--- src/rtl/id_ex_stage.sv ---
// ID/EX pipeline register: latches ID operands and control into EX, detects load-use
// hazards, bypasses the WB write into the ID read, and registers EX forwarding selects.
module id_ex_stage #(
    parameter int CW    = 12,
    parameter int CNT_W = 16
) (
    input  logic             clk,
    input  logic             rst,
    input  logic [31:0]      ID_busA,
    input  logic [31:0]      ID_busB,
    input  logic [4:0]       ID_Ra,
    input  logic [4:0]       ID_Rb,
    input  logic [4:0]       ID_Rw,
    input  logic             ID_UseRa,
    input  logic             ID_UseRb,
    input  logic [31:0]      ID_Imm32,
    input  logic [31:0]      ID_PC,
    input  logic [CW-1:0]    ID_Ctrl,
    input  logic [4:0]       Mem_Rw,
    input  logic             Mem_RegWr,
    input  logic [1:0]       Mem_MemtoReg,
    input  logic [4:0]       Wr_Rw,
    input  logic             Wr_RegWr,
    input  logic [1:0]       Wr_MemtoReg,
    input  logic [31:0]      Wr_RegDi,
    input  logic             Ex_Flush,
    output logic             ID_Stall,
    output logic [31:0]      Ex_busA,
    output logic [31:0]      Ex_busB,
    output logic [31:0]      Ex_Imm32,
    output logic [31:0]      Ex_PC,
    output logic [4:0]       Ex_Ra,
    output logic [4:0]       Ex_Rb,
    output logic [4:0]       Ex_Rw,
    output logic [CW-1:0]    Ex_Ctrl,
    output logic [1:0]       Ex_FwdA,
    output logic [1:0]       Ex_FwdB,
    output logic [CNT_W-1:0] stall_cnt
);
    // Control bundle layout, MSB first: RegWr, MemtoReg[1:0], MemWr, MemRd, ALUSrc, ALUctr, Branch, Jump
    localparam int         REGWR_BIT = CW - 1;
    localparam int         MTR_HI    = CW - 2;
    localparam int         MTR_LO    = CW - 3;
    localparam int         MEMRD_BIT = CW - 5;
    localparam logic [1:0] MTR_JAL   = 2'b10;

    logic [4:0]  ex_dst;
    logic [4:0]  mem_dst;
    logic [4:0]  wr_dst;
    logic        ex_prod;
    logic        mem_prod;
    logic        wr_prod;
    logic        ex_load;
    logic        hazard;
    logic        bubble;

    logic [4:0]  src_idx  [2];
    logic [31:0] src_bus  [2];
    logic [31:0] bus_next [2];
    logic [1:0]  fwd_next [2];

    // JAL writes the link register regardless of the Rw field
    assign ex_dst  = (Ex_Ctrl[MTR_HI:MTR_LO] == MTR_JAL) ? 5'd31 : Ex_Rw;
    assign mem_dst = (Mem_MemtoReg == MTR_JAL) ? 5'd31 : Mem_Rw;
    assign wr_dst  = (Wr_MemtoReg == MTR_JAL) ? 5'd31 : Wr_Rw;

    assign ex_prod  = Ex_Ctrl[REGWR_BIT] && (ex_dst != 5'd0);
    assign mem_prod = Mem_RegWr && (mem_dst != 5'd0);
    assign wr_prod  = Wr_RegWr && (wr_dst != 5'd0);
    assign ex_load  = ex_prod && Ex_Ctrl[MEMRD_BIT];

    assign hazard   = ex_load && ((ID_UseRa && (ex_dst == ID_Ra)) ||
                                  (ID_UseRb && (ex_dst == ID_Rb)));
    assign ID_Stall = hazard && !Ex_Flush;
    assign bubble   = hazard || Ex_Flush;

    assign src_idx[0] = ID_Ra;
    assign src_idx[1] = ID_Rb;
    assign src_bus[0] = ID_busA;
    assign src_bus[1] = ID_busB;

    generate
        for (genvar gi = 0; gi < 2; gi++) begin : g_operand
            // A load in EX cannot forward from MEM; it is handled by the stall instead
            assign fwd_next[gi] = (ex_prod && !Ex_Ctrl[MEMRD_BIT] && (ex_dst == src_idx[gi])) ? 2'b01 :
                                  (mem_prod && (mem_dst == src_idx[gi]))                      ? 2'b10 :
                                                                                                2'b00;
            // Register file is written on this same edge, so its read data is stale
            assign bus_next[gi] = (wr_prod && (wr_dst == src_idx[gi])) ? Wr_RegDi : src_bus[gi];
        end
    endgenerate

    always_ff @(posedge clk) begin
        if (!rst || bubble) begin
            Ex_busA  <= '0;
            Ex_busB  <= '0;
            Ex_Imm32 <= '0;
            Ex_PC    <= '0;
            Ex_Ra    <= '0;
            Ex_Rb    <= '0;
            Ex_Rw    <= '0;
            Ex_Ctrl  <= '0;
            Ex_FwdA  <= 2'b00;
            Ex_FwdB  <= 2'b00;
        end else begin
            Ex_busA  <= bus_next[0];
            Ex_busB  <= bus_next[1];
            Ex_Imm32 <= ID_Imm32;
            Ex_PC    <= ID_PC;
            Ex_Ra    <= ID_Ra;
            Ex_Rb    <= ID_Rb;
            Ex_Rw    <= ID_Rw;
            Ex_Ctrl  <= ID_Ctrl;
            Ex_FwdA  <= fwd_next[0];
            Ex_FwdB  <= fwd_next[1];
        end
    end

    always_ff @(posedge clk) begin
        if (!rst) begin
            stall_cnt <= '0;
        end else if (ID_Stall && (stall_cnt != {CNT_W{1'b1}})) begin
            stall_cnt <= stall_cnt + CNT_W'(1);
        end
    end

endmodule

--- config.mk ---
export PLATFORM = sky130hd
export DESIGN_NAME = id_ex_stage
export DESIGN_NICKNAME = d
export VERILOG_FILES = /design/src/rtl/id_ex_stage.sv
export SDC_FILE = /design/constraint.sdc
export NUM_CORES = 1
export LEC_CHECK = 0
export CAP_MARGIN = 40
export CORE_AREA = 2 2 151 153
export DETAILED_ROUTE_END_ITERATION = 8
export DIE_AREA = 0 0 153 155
export PLACE_DENSITY = 0.68
export REMOVE_ABC_BUFFERS = 1
export SLEW_MARGIN = 20
export SYNTH_ARGS = -nofsm -noshare
export SYNTH_HDL_FRONTEND = slang
export SYNTH_SLANG_ARGS = --single-unit
--- constraint.sdc ---
create_clock -name clk -period 2 [get_ports clk]
set_input_delay 0.4 -clock clk [delete_from_list [all_inputs] [get_ports clk]]
set_output_delay 0.4 -clock clk [all_outputs]
set_load 0.03 [all_outputs]
### After elaboration in Yosys (flattened, before gate mapping)

Cells that the tools add are included.

| storage, ports and cells | value |
|---|---|
| register bits after elaboration | 175 |
| input port bits | 208 |

| cells by class | value |
|---|---|
| eq/ne operators | 10 |
| add/sub/neg operators | 1 |
| mux-type cells | 9 |
| reduce and logical (&&, ||, !) cells | 27 |

Operator list:

| operator | count |
|---|---|
| $mux W32 | 2 |
| $eq A5 B5 Y1 | 6 |
| $add A16 B1 Y16 const B | 1 |
| $logic_and A1 B1 Y1 | 16 |
| $ne A16 B16 Y1 const B | 1 |
| $mux W5 | 3 |
| $reduce_bool A5 Y1 | 3 |
| $eq A2 B2 Y1 const B | 3 |
| $mux W2 | 2 |
| $reduce_or A2 Y1 | 2 |
| $logic_not A1 Y1 | 3 |
| $logic_or A1 B1 Y1 | 3 |
| $mux W1 | 2 |

### Longest topological paths before layout

Gate-level depths: netlist of run 1.

| logic depth | value |
|---|---|
| depth in word-level cells | 9 |
| depth in mapped cells | 10 |

### Worst setup path after synthesis of run 1

No wires, ideal clock.

| path | value |
|---|---|
| path kind | register to output |
| start | reg Ex_Rw[4] |
| end | out ID_Stall |
| data arrival time | 2.287 ns |
| setup slack | -0.687 ns |
| data required time | 1.600 ns |
| buffers on the path | 3 |
| cell stages (with the launch flop) | 10 |
| path through | dfxtp_1 > buf_2 > xor2_1 > o32ai_1 > a21oi_1 > nor2_2 > a32oi_2 > buf_6 > buf_6 > nor3_1 |

| between the ends | value |
|---|---|
| longest elaborated chain between the ends | 6 |

Ends and longest elaborated chain:

| element | line | RTL |
|---|---|---|
| start: declaration | 34 | `output logic [4:0] Ex_Rw,` |
| start signal: assignment | 112 | `Ex_Rw <= ID_Rw;` |
| $mux W5 (*) | 63 | `assign ex_dst = (Ex_Ctrl[MTR_HI:MTR_LO] == MTR_JAL) ? 5'd31 : Ex_Rw;` |
| $eq A5 B5 Y1, or another cell as far along | 72 | `assign hazard = ex_load && ((ID_UseRa && (ex_dst == ID_Ra)) \|\|` |
| $logic_and A1 B1 Y1, on equally long branches | 72, 67, 73 |  |
| $logic_or A1 B1 Y1 or $logic_and A1 B1 Y1 (tied branches) | 72, 70 |  |
| $logic_and A1 B1 Y1 (*) | 72 |  |
| $logic_and A1 B1 Y1 (*) | 74 | `assign ID_Stall = hazard && !Ex_Flush;` |
| end: declaration | 27 | `output logic ID_Stall,` |

Mark *: on every way between the ends. The rest lies on a longest branch, timed or not.

### Worst setup path in the final report of run 1

| path | value |
|---|---|
| start | reg Ex_Rw[4] |
| end | reg Ex_PC[25] |

| between the ends | value |
|---|---|
| longest elaborated chain between the ends | 7 |

Ends and longest elaborated chain:

| element | line | RTL |
|---|---|---|
| $mux W5 (*) | 63 |  |
| $eq A5 B5 Y1, or another cell as far along | 72 |  |
| $logic_and A1 B1 Y1, on equally long branches | 72, 67, 73 |  |
| $logic_or A1 B1 Y1 or $logic_and A1 B1 Y1 (tied branches) | 72, 70 |  |
| $logic_and A1 B1 Y1 (*) | 72 |  |
| $logic_or A1 B1 Y1 (*) | 75 | `assign bubble = hazard \|\| Ex_Flush;` |
| $logic_or A1 B1 Y1 (*) | 94 | `if (!rst \|\| bubble) begin` |
| end signal: assignment | 98 | `Ex_PC <= '0;` |
| end signal: assignment | 109 | `Ex_PC <= ID_PC;` |
| end: declaration | 31 | `output logic [31:0] Ex_PC,` |

Marks and branches as above.
A chain may end at the register's enable or synchronous reset.

==> run summary, run 1 <==
The flow ran to the end, but the final reports show violations. The checks that failed: setup timing. On the critical path the largest part of the delay comes from buffers and inverters.

The run gives 5.186 nW as the cell leakage power. The synthesized design spends more area on one cell type than any other, namely sky130_fd_sc_hd__dfxtp_1. The number of antenna violations at the first check in global routing is 2. By area the synthesized netlist is led by sky130_fd_sc_hd__dfxtp_1 53%, sky130_fd_sc_hd__mux2i_1 12%, sky130_fd_sc_hd__and2_1 8.8%, sky130_fd_sc_hd__nor2_1 4.2%, sky130_fd_sc_hd__xor2_1 2.0%. The mapped netlist covers 6576 µm². Based on the critical path, the design can be clocked at up to 400.5 MHz. The peak supply drop was 0.6507 mV; the count of maximum capacitance violations was 0. The worst hold path begins at ID_Ra[0]. The worst setup path is of the flop to flop kind. In this run the worst path has a maximum fanout of 7.

The first-pass iteration count of the detailed router is 4. The share of final-layout standard cells stronger than drive strength 1 came out at 23.03%. The via count of the first global-routing pass is 6304, and the synthesis-to-finish area growth is 95.42%. The run gives 17340 µm as the post-detailed-placement half-perimeter wirelength. The tools report the root buffer cell as sky130_fd_sc_hd__clkbuf_16.

Total of flip-flops plus latches after synthesis: 175. The clock transition at the registers of the reported paths works out to 0.08 ns. Endpoint of the most critical register-to-register path: Ex_PC[25].

The startpoint type of the worst setup path was a flop. The tools report the number of routed nets with antenna violations as 0. After filler insertion, the fill cell instance count of the layout stands at 1892. In the post-synthesis netlist, the cell with the most instances is sky130_fd_sc_hd__dfxtp_1. The logs give 0 for the post-detailed-route DRC marker count and 55 for the number of rows created at floorplan. Kind of end point of the critical path: a flop. The number of enable-type register cells in the synthesized netlist came out at 0.

The tools report the hold violation count in the final report as 0. The run gives 24120 µm as the aggregate routed wire length. The critical path goes through buf_6 -> nand2_1 -> a21oi_1 -> a21oi_2 -> nor2_2 -> a32oi_2 -> buf_12 -> buf_4 -> buf_12 -> o21a_4 -> buf_6 -> clkbuf_16 -> and2_1. The floorplan die width was 153 µm; the aggregate negative setup slack was -62.78 ns. The first global-routing pass estimated 34820 µm of wire. TritonCTS built the clock tree. The detailed router finished its first iteration with 258 violations. Of the total power, registers draw 42.8%.

The die covers 23720 µm². The end-of-flow core utilization is 57.82%, and the clock network fraction of total power is 38.7%. The run gives 12850 µm² as the final non-filler cell area.

For this run, the number of Yosys warnings is 0. Subtracting the final worst setup slack from the clock period gives 2.497 ns. Clock latency on the worst-skew pair, taken at its later pin, is 0.43 ns.

The cell-internal power is 6.204 mW, and the delay contributed by the slowest stage of the critical path is 0.41 ns. Setup violations remaining at the end of the flow were counted as 176. The tools report the sink of the worst hold path as Ex_Ra[0]. Entering global routing, the biggest net connects 33 pins. The final worst slack was -0.4967 ns; the worst reg2reg path depth was 13. STA puts the critical path data arrival time at 2.81 ns.

The fraction of registers with async set/reset is 0%. By count the netlist is led by 175 x sky130_fd_sc_hd__dfxtp_1, 92 x sky130_fd_sc_hd__and2_1, 76 x sky130_fd_sc_hd__mux2i_1. The number of instances in the synthesized netlist came out at 650. The type of the most critical hold path was input port to flop. The height of the die works out to 155 µm. Summed over all nets, the switching power comes to 2.345 mW. After detailed routing, the number of vias per cell comes to 4.469.

Sequential cells were found to cover 53.27% of the synthesized design area. The required time of the critical path is 2.32 ns, and the count of H-tree levels built during CTS is 4. The worst relative slew slack was 56.79%; the count of distinct cell types in the synthesized netlist was 45. After detailed routing, the average wire length per cell comes to 17.03 µm.

The slew at the pin closest to its max-slew limit was 0.6469 ns; the initial cell density of the core was 29.59%. On the final layout, the worst clock skew is 0.01250 ns. The floorplan step defined a core boundary enclosing 22230 µm². Clock tree synthesis inserted a total of 17 buffers.

The average cell area after synthesis is 10.12 µm², and the total global-route track usage is 18.87%. The setup check on the worst reg-to-reg path leaves a slack of -0.50 ns. The number of clock sinks is 175. For the global placer's final weighted congestion, the log shows 0.7935.

Dividing the final minimum period by the clock period gives 124.8%. For this design the top-level I/O count stands at 384. The tools report the residual overflow from global routing as 0. The most common flop cell mapped by yosys was sky130_fd_sc_hd__dfxtp_1. The clock passes through at most 2 buffers. For this design, the slowest cell found on the critical path is sky130_fd_sc_hd__dfxtp_4.

The worst register-to-register path begins at Ex_Rw[4]. The share of Yosys cell area claimed by the top area cell type is 53.27%, and the number of stages on the worst hold path is 2. Setup repair after global routing could not meet its margin everywhere.

For the number of max-slew violations in the final report, the log shows 0. In this run switching power makes up 27.43% of total power. The proportion of power drawn by combinational gates is 18.5%, and the worst setup slack before clock tree synthesis is -0.6641 ns. The net count of the finished layout is 1325.

After detailed placement, the total cell area comes to 11270 µm². The power density normalized to cell area is 665.2 nW/µm², and the via count is 6328. The number of I/O port buffers was 383; the buffer and inverter count on the worst path was 6.
per-stage QoR:
step / hold slack (ns) / instances / total power [mW]
detailed placement: 0.4860 / 1351 / 5.148
finish: 0.3877 / 1416 / 8.549
global placement: 0.4680 / 1351 / 5.135
CTS: 0.4964 / 1393 / 8.524
floorplan: 0.5011 / 601 / 4.242
global route: 0.3800 / 1416 / 8.914
timing repair:
item / 4_1_cts / 5_1_grt
pin swaps: 12 / 21
setup endpoints to repair: 179 / 188
resized for setup: 44 / 147
setup buffers: 7 / 22
hold buffers: 0 / 0
cloned: 4 / 5
area by class of cell:
cell class                      count  area, µm²  share of cell area, %
Timing Repair Buffer              495       5087                  39.59
Sequential cell                   175       3518                  27.38
Multi-Input combinational cell    427       3298                  25.66
Clock buffer                       18      439.2                  3.417
Tap cell                          285      356.6                  2.775
Clock inverter                     14      146.4                  1.139
Antenna cell                        2      5.005                0.03894
per-layer routing:
layer	wire (µm)	vias up	share of wire (%)	global-route usage, %
li1	-	3118	-	-
met1	9669	2929	40	21.62
met2	12280	255	51	32.95
met3	1682	26	7.0	6.100
met4	485	0	2.0	7.011
met5	0	-	0	0
worst register-to-register path: cells and delay by family (launching register included):
family | cells | cell delay, ns
AOI/OAI and AO/OA | 4 | 0.79
buffers and inverters | 6 | 0.85
DFF | 1 | 0.41
and+or+nand+nor | 3 | 0.35
worst max-delay path by stage:
stage / startpoint / endpoint / slack (ns) / cells after the start
floorplan: Ex_Ctrl[10] / Ex_FwdA[1] / -1.25 / 6
detailed placement: ID_Rb[2] / Ex_Imm32[16] / -0.66 / 10
global placement: ID_Ra[4] / Ex_Ctrl[8] / -0.59 / 10
global route: Ex_Rw[4] / ID_Stall / -0.55 / 9
finish: Ex_Rw[4] / Ex_PC[25] / -0.50 / 13
CTS: Ex_Rw[4] / ID_Stall / -0.54 / 8
kinds of logic after synthesis:
family                   after synthesis  share of synthesized area (%)
buffers and inverters                 49                          3.881
AND/OR/NAND/NOR                      282                          23.59
flip-flops                           175                          53.27
AO/OA/AOI/OAI                         51                          5.365
multiplexers                          76                          11.57
adder cells (fa/ha/maj)                1                         0.1902
XOR/XNOR                              16                          2.131
power groups by stage:
stage	combinational, mW	sequential (mW)	clock (mW)
after floorplan	0.253	3.99	0
after global routing	1.67	3.67	3.57
final	1.58	3.66	3.31
after global placement	1.40	3.73	0
after detailed placement	1.41	3.74	0
after CTS	1.47	3.66	3.40
placed cells by master (no fill, tap or decap), types with 5 or more instances in the layout:
| master | instances |
|---|---|
| sky130_fd_sc_hd__clkdlybuf4s50_1 | 357 |
| sky130_fd_sc_hd__dfxtp_1 | 169 |
| sky130_fd_sc_hd__mux2i_1 | 76 |
| sky130_fd_sc_hd__buf_4 | 70 |
| sky130_fd_sc_hd__nor2_1 | 69 |
| sky130_fd_sc_hd__and2_4 | 56 |
| sky130_fd_sc_hd__and2_1 | 36 |
| sky130_fd_sc_hd__nand2_1 | 34 |
| sky130_fd_sc_hd__buf_6 | 21 |
| sky130_fd_sc_hd__clkbuf_16 | 19 |
| sky130_fd_sc_hd__dlymetal6s2s_1 | 17 |
| sky130_fd_sc_hd__a21oi_1 | 15 |
| sky130_fd_sc_hd__buf_12 | 15 |
| sky130_fd_sc_hd__nand2b_1 | 14 |
| sky130_fd_sc_hd__xor2_1 | 13 |
| sky130_fd_sc_hd__nor3_1 | 10 |
| sky130_fd_sc_hd__nand3_1 | 7 |
| sky130_fd_sc_hd__dlygate4sd2_1 | 7 |
| sky130_fd_sc_hd__nor2_2 | 6 |
| sky130_fd_sc_hd__o22ai_1 | 6 |
| sky130_fd_sc_hd__nand4_1 | 6 |
| sky130_fd_sc_hd__nor3b_1 | 5 |
flip-flops by register name (all words and copies together), names as in the netlist:
register / flops
Ex_Rw: 5
Ex_PC: 32
stall_cnt: 16
Ex_busB: 32
Ex_FwdA: 2
Ex_Ctrl: 12
Ex_Imm32: 32
Ex_Ra: 5
Ex_Rb: 5
Ex_busA: 32
Ex_FwdB: 2
Note: power is estimated with default switching activity, not from simulation.
==> inputs of run 2 (changes only) <==
--- a/config.mk
+++ b/config.mk
@@ -7,6 +7,7 @@
 export LEC_CHECK = 0
 export CAP_MARGIN = 40
 export CORE_AREA = 2 2 151 153
+export CTS_CLUSTER_SIZE = 16
 export DETAILED_ROUTE_END_ITERATION = 8
 export DIE_AREA = 0 0 153 155
 export PLACE_DENSITY = 0.68
==> results of run 2 <==
Same layout as run 1: the final DEF is identical, and so are final timing and power.
==> inputs of run 3 (changes only) <==
--- a/config.mk
+++ b/config.mk
@@ -6,11 +6,11 @@
 export NUM_CORES = 1
 export LEC_CHECK = 0
 export CAP_MARGIN = 40
-export CORE_AREA = 2 2 151 153
+export CORE_AREA = 2 2 147 149
 export CTS_CLUSTER_SIZE = 16
 export DETAILED_ROUTE_END_ITERATION = 8
-export DIE_AREA = 0 0 153 155
-export PLACE_DENSITY = 0.68
+export DIE_AREA = 0 0 149 151
+export PLACE_DENSITY = 0.69
 export REMOVE_ABC_BUFFERS = 1
 export SLEW_MARGIN = 20
 export SYNTH_ARGS = -nofsm -noshare
==> constraint.sdc (replaced) <==
create_clock -name clk -period 2.5 [get_ports clk]
set_input_delay 0.5 -clock clk [delete_from_list [all_inputs] [get_ports clk]]
set_output_delay 0.5 -clock clk [all_outputs]
set_load 0.03 [all_outputs]
==> run 3 against run 2 <==
Effect of this change:
- the run still ends with setup timing left
- hold slack gained 0.11 ns
- largest cell class unchanged
- via count shrank 6.0%
- setup slack gained 0.49 ns
- highest routed layer unchanged
==> run summary, run 3 (synthesis gave the netlist of run 1 again) <==
The run finished, with violations left. Violations in the final reports: setup timing (unchanged). The via count of the first global-routing pass is 5748 (was 6304), and the worst-case clock skew is 0.01378 ns (was 0.01250 ns). Final worst slack: -0.004161 ns (was -0.4967 ns). Cell leakage power: 4.313 nW (was 5.186 nW).

The area occupied by multi-input gates was 2856 µm² (was 3298 µm²). Setup repair after global routing could not meet its margin everywhere. The logs give 5 (was 4) for the first-pass iteration count of the detailed router and 2.00 ns (was 2.32 ns) for the required time of the critical path. Static timing analysis puts the maximum clock frequency at 399.3 MHz. Floorplan die width: 149 µm (was 153 µm). For the count of hold buffers inserted by post-cts repair, the log shows 0 (unchanged). The buffer and inverter count on the worst path came out at 1 (was 6). The number of antenna violations at the first check in global routing was 0 (was 2). Worst-case hold slack: 0.4971 ns (was 0.3877 ns). The count of H-tree levels built during CTS is 4 (unchanged). The clock transition at the registers of the reported paths was 0.08 ns (about the same).

For the post-detailed-route DRC marker count, the log shows 0 (unchanged). For the number of standard cells in the layout, taps in and fillers out, the log shows 1340 (was 1416). Type of the most critical hold path: flop to flop (was input port to flop). The run gives 384 (unchanged) as the top-level I/O count.

The tools report the worst setup slack before clock tree synthesis as -0.3131 ns (was -0.6641 ns). Sink of the worst hold path: stall_cnt[9] (was Ex_Ra[0]). The die footprint was 22500 µm² (was 23720 µm²); the total number of nets in the final design was 1261 (was 1325). The number of failing setup endpoints in the final timing report was 1 (was 176). The largest net degree at the start of global routing is 92 (was 33), and the height of the die is 151 µm (was 155 µm). The run gives 72.27% (was 56.79%) as the worst relative slew slack.

Antenna diode count: 0 (was 2). The root buffer cell is sky130_fd_sc_hd__clkbuf_16 (unchanged). The number of stages on the worst hold path came out at 2 (unchanged). The residual overflow from global routing is 0 (unchanged). The number of inserted filler cells in the final layout is 1850 (was 1892).

The number of DRC violations after detailed-routing iteration 0 came out at 149 (was 258). The most common cell after layout, fill and taps aside is sky130_fd_sc_hd__clkdlybuf4s50_1 (unchanged). The run gives 0.19 ns (was -0.50 ns) as the setup slack on the worst flop-to-flop path.

After layout, the minimum clock period comes to 2.504 ns. Slew at the pin closest to its max-slew limit: 0.4146 ns (was 0.6469 ns). The power density normalized to cell area works out to 580.9 nW/µm² (was 665.2 nW/µm²).

For the peak supply drop, the log shows 0.4085 mV (was 0.6507 mV). The clock insertion delay at the later pin of the skew report came out at 0.43 ns (about the same). Dividing the final minimum period by the clock period gives 100.2%. The share of final-layout standard cells stronger than drive strength 1 came out at 9.577% (was 23.03%).

Maximum number of buffers from clock root to sink: 2 (unchanged). TritonCTS built the clock tree. The largest fanout on the critical path came out at 8 (was 7). The number of routed nets with antenna violations was 0 (unchanged). The delay contributed by the slowest stage of the critical path is 0.57 ns (was 0.41 ns). The area occupied by registers is 3511 µm² (was 3518 µm²), and the number of rows created at floorplan is 53 (was 55). The via density per instance came out at 4.440 (was 4.469). The run gives 31480 µm (was 34820 µm) as the first-pass GRT wire length. The type of the setup path with the least slack was flop to primary output (was flop to flop). The number of clock sinks was 175 (unchanged).

Startpoint type of the worst setup path: a flop (unchanged). The gate family responsible for the most delay along the worst path was simple AND/OR/NAND/NOR gates (was buffers and inverters). The count of maximum capacitance violations was 0 (unchanged); the via count was 5950 (was 6328). The number of max-slew violations in the final report is 0 (unchanged). Kind of end point of the critical path: a primary output (was a flop). The tools report the area of the core as 20820 µm² (was 22230 µm²). The number of I/O port buffers was 383 (unchanged). The run gives 31.58% (was 29.59%) as the initial cell density of the core.

The synthesis-to-finish area growth is 76.64% (was 95.42%), and the placed cell count is 1305 (was 1351). The tools report the startpoint of the worst hold path as stall_cnt[9] (was ID_Ra[0]). The endpoint of the most critical register-to-register path is stall_cnt[6] (was Ex_PC[25]). The clock buffer count from CTS is 17 (unchanged). Aggregate routed wire length: 21440 µm (was 24120 µm). Slowest stage cell on the critical path: sky130_fd_sc_hd__or4_4 (was sky130_fd_sc_hd__dfxtp_4). Total global-route track usage: 18.47% (was 18.87%).

Worst-path cell chain: or4_4 -> o311ai_4 -> nor3_2 -> buf_4 (was buf_6 -> nand2_1 -> a21oi_1 -> a21oi_2 -> nor2_2 -> a32oi_2 -> buf_12 -> buf_4 -> buf_12 -> o21a_4 -> buf_6 -> clkbuf_16 -> and2_1). Data arrival time of the critical path: 2.00 ns (was 2.81 ns). The global placer's final weighted congestion is 0.8663 (was 0.7935), and the worst reg2reg path depth is 9 (was 13). Commonest cells after routing, fill and taps aside: 374 x sky130_fd_sc_hd__clkdlybuf4s50_1, 171 x sky130_fd_sc_hd__dfxtp_1, 92 x sky130_fd_sc_hd__and2_1 (was 357 x sky130_fd_sc_hd__clkdlybuf4s50_1, 169 x sky130_fd_sc_hd__dfxtp_1, 76 x sky130_fd_sc_hd__mux2i_1).

For the hold violation count in the final report, the log shows 0 (unchanged). The tools report the worst flop-to-flop path startpoint as Ex_Rw[4] (unchanged). The routed wire length per instance was 16.00 µm (was 17.03 µm); the post-detailed-placement half-perimeter wirelength was 16620 µm (was 17340 µm).
==> run 3: worst max-delay path by stage <==
| stage | from | end | cells after the start |
|---|---|---|---|
| 2_1_floorplan | Ex_Ctrl[10] | Ex_FwdA[1] | 6 |
| 3_3_place_gp | ID_Ra[4] | stall_cnt[6] | 9 |
| 3_5_place_dp | ID_Rb[4] | stall_cnt[6] | 9 |
| 4_1_cts | Ex_Rw[4] | ID_Stall | 7 |
| 5_1_grt | Ex_Rw[4] | ID_Stall | 7 |
| 6_report | Ex_Rw[2] | ID_Stall | 4 |
==> run 3: report_power, final <==
group	switching, mW	total, mW	internal, mW	leakage (nW)
logic	0.492	1.09	0.598	2.58
clock network	1.22	2.73	1.52	0.294
registers	0.0360	2.92	2.89	1.44
total	1.75	6.75	5.00	4.31
==> run 3: metal layers <==
| layer | share of wire (%) | global-route usage [%] | vias to the layer above |
|---|---|---|---|
| li1 | - | - | 2986 |
| met1 | 38 | 20.63 | 2677 |
| met2 | 50 | 32.37 | 265 |
| met3 | 10 | 6.687 | 22 |
| met4 | 1.7 | 6.762 | 0 |
| met5 | 0 | 0 | - |
==> run 3: cell type report <==
class	instances	area share [%]
Tap cell	275	2.962
Multi-Input combinational cell	426	24.59
Clock inverter	14	1.465
Timing Repair Buffer	432	37.06
Sequential cell	175	30.22
Clock buffer	18	3.695
==> run 3: stage by stage <==
stage | util, % | setup TNS, ns | power [mW] | instance area (µm²)
2_1_floorplan | - | -113.40 | 3.393 | 6321
3_3_place_gp | 52.66 | -32.17 | 4.072 | 10970
3_5_place_dp | 52.66 | -33.94 | 4.081 | 10970
4_1_cts | 55.74 | -0.06288 | 6.841 | 11610
5_1_grt | 55.79 | -0.1061 | 7.028 | 11620
6_report | 55.79 | -0.004161 | 6.748 | 11620
==> run 3: worst register-to-register path, delay by kind of cell, from the launching register on <==
kind,cells,cell delay [ns]
compound gates,4,0.69
xor+xnor,1,0.14
simple gates,2,0.69
flops,1,0.38
buf+inv,2,0.36
==> run 3: timing repair <==
item,in CTS,in global routing
setup buffers,3,0
pin swaps,8,6
setup endpoints to repair,1,1
resized for setup,15,3
hold endpoints to repair,0,0
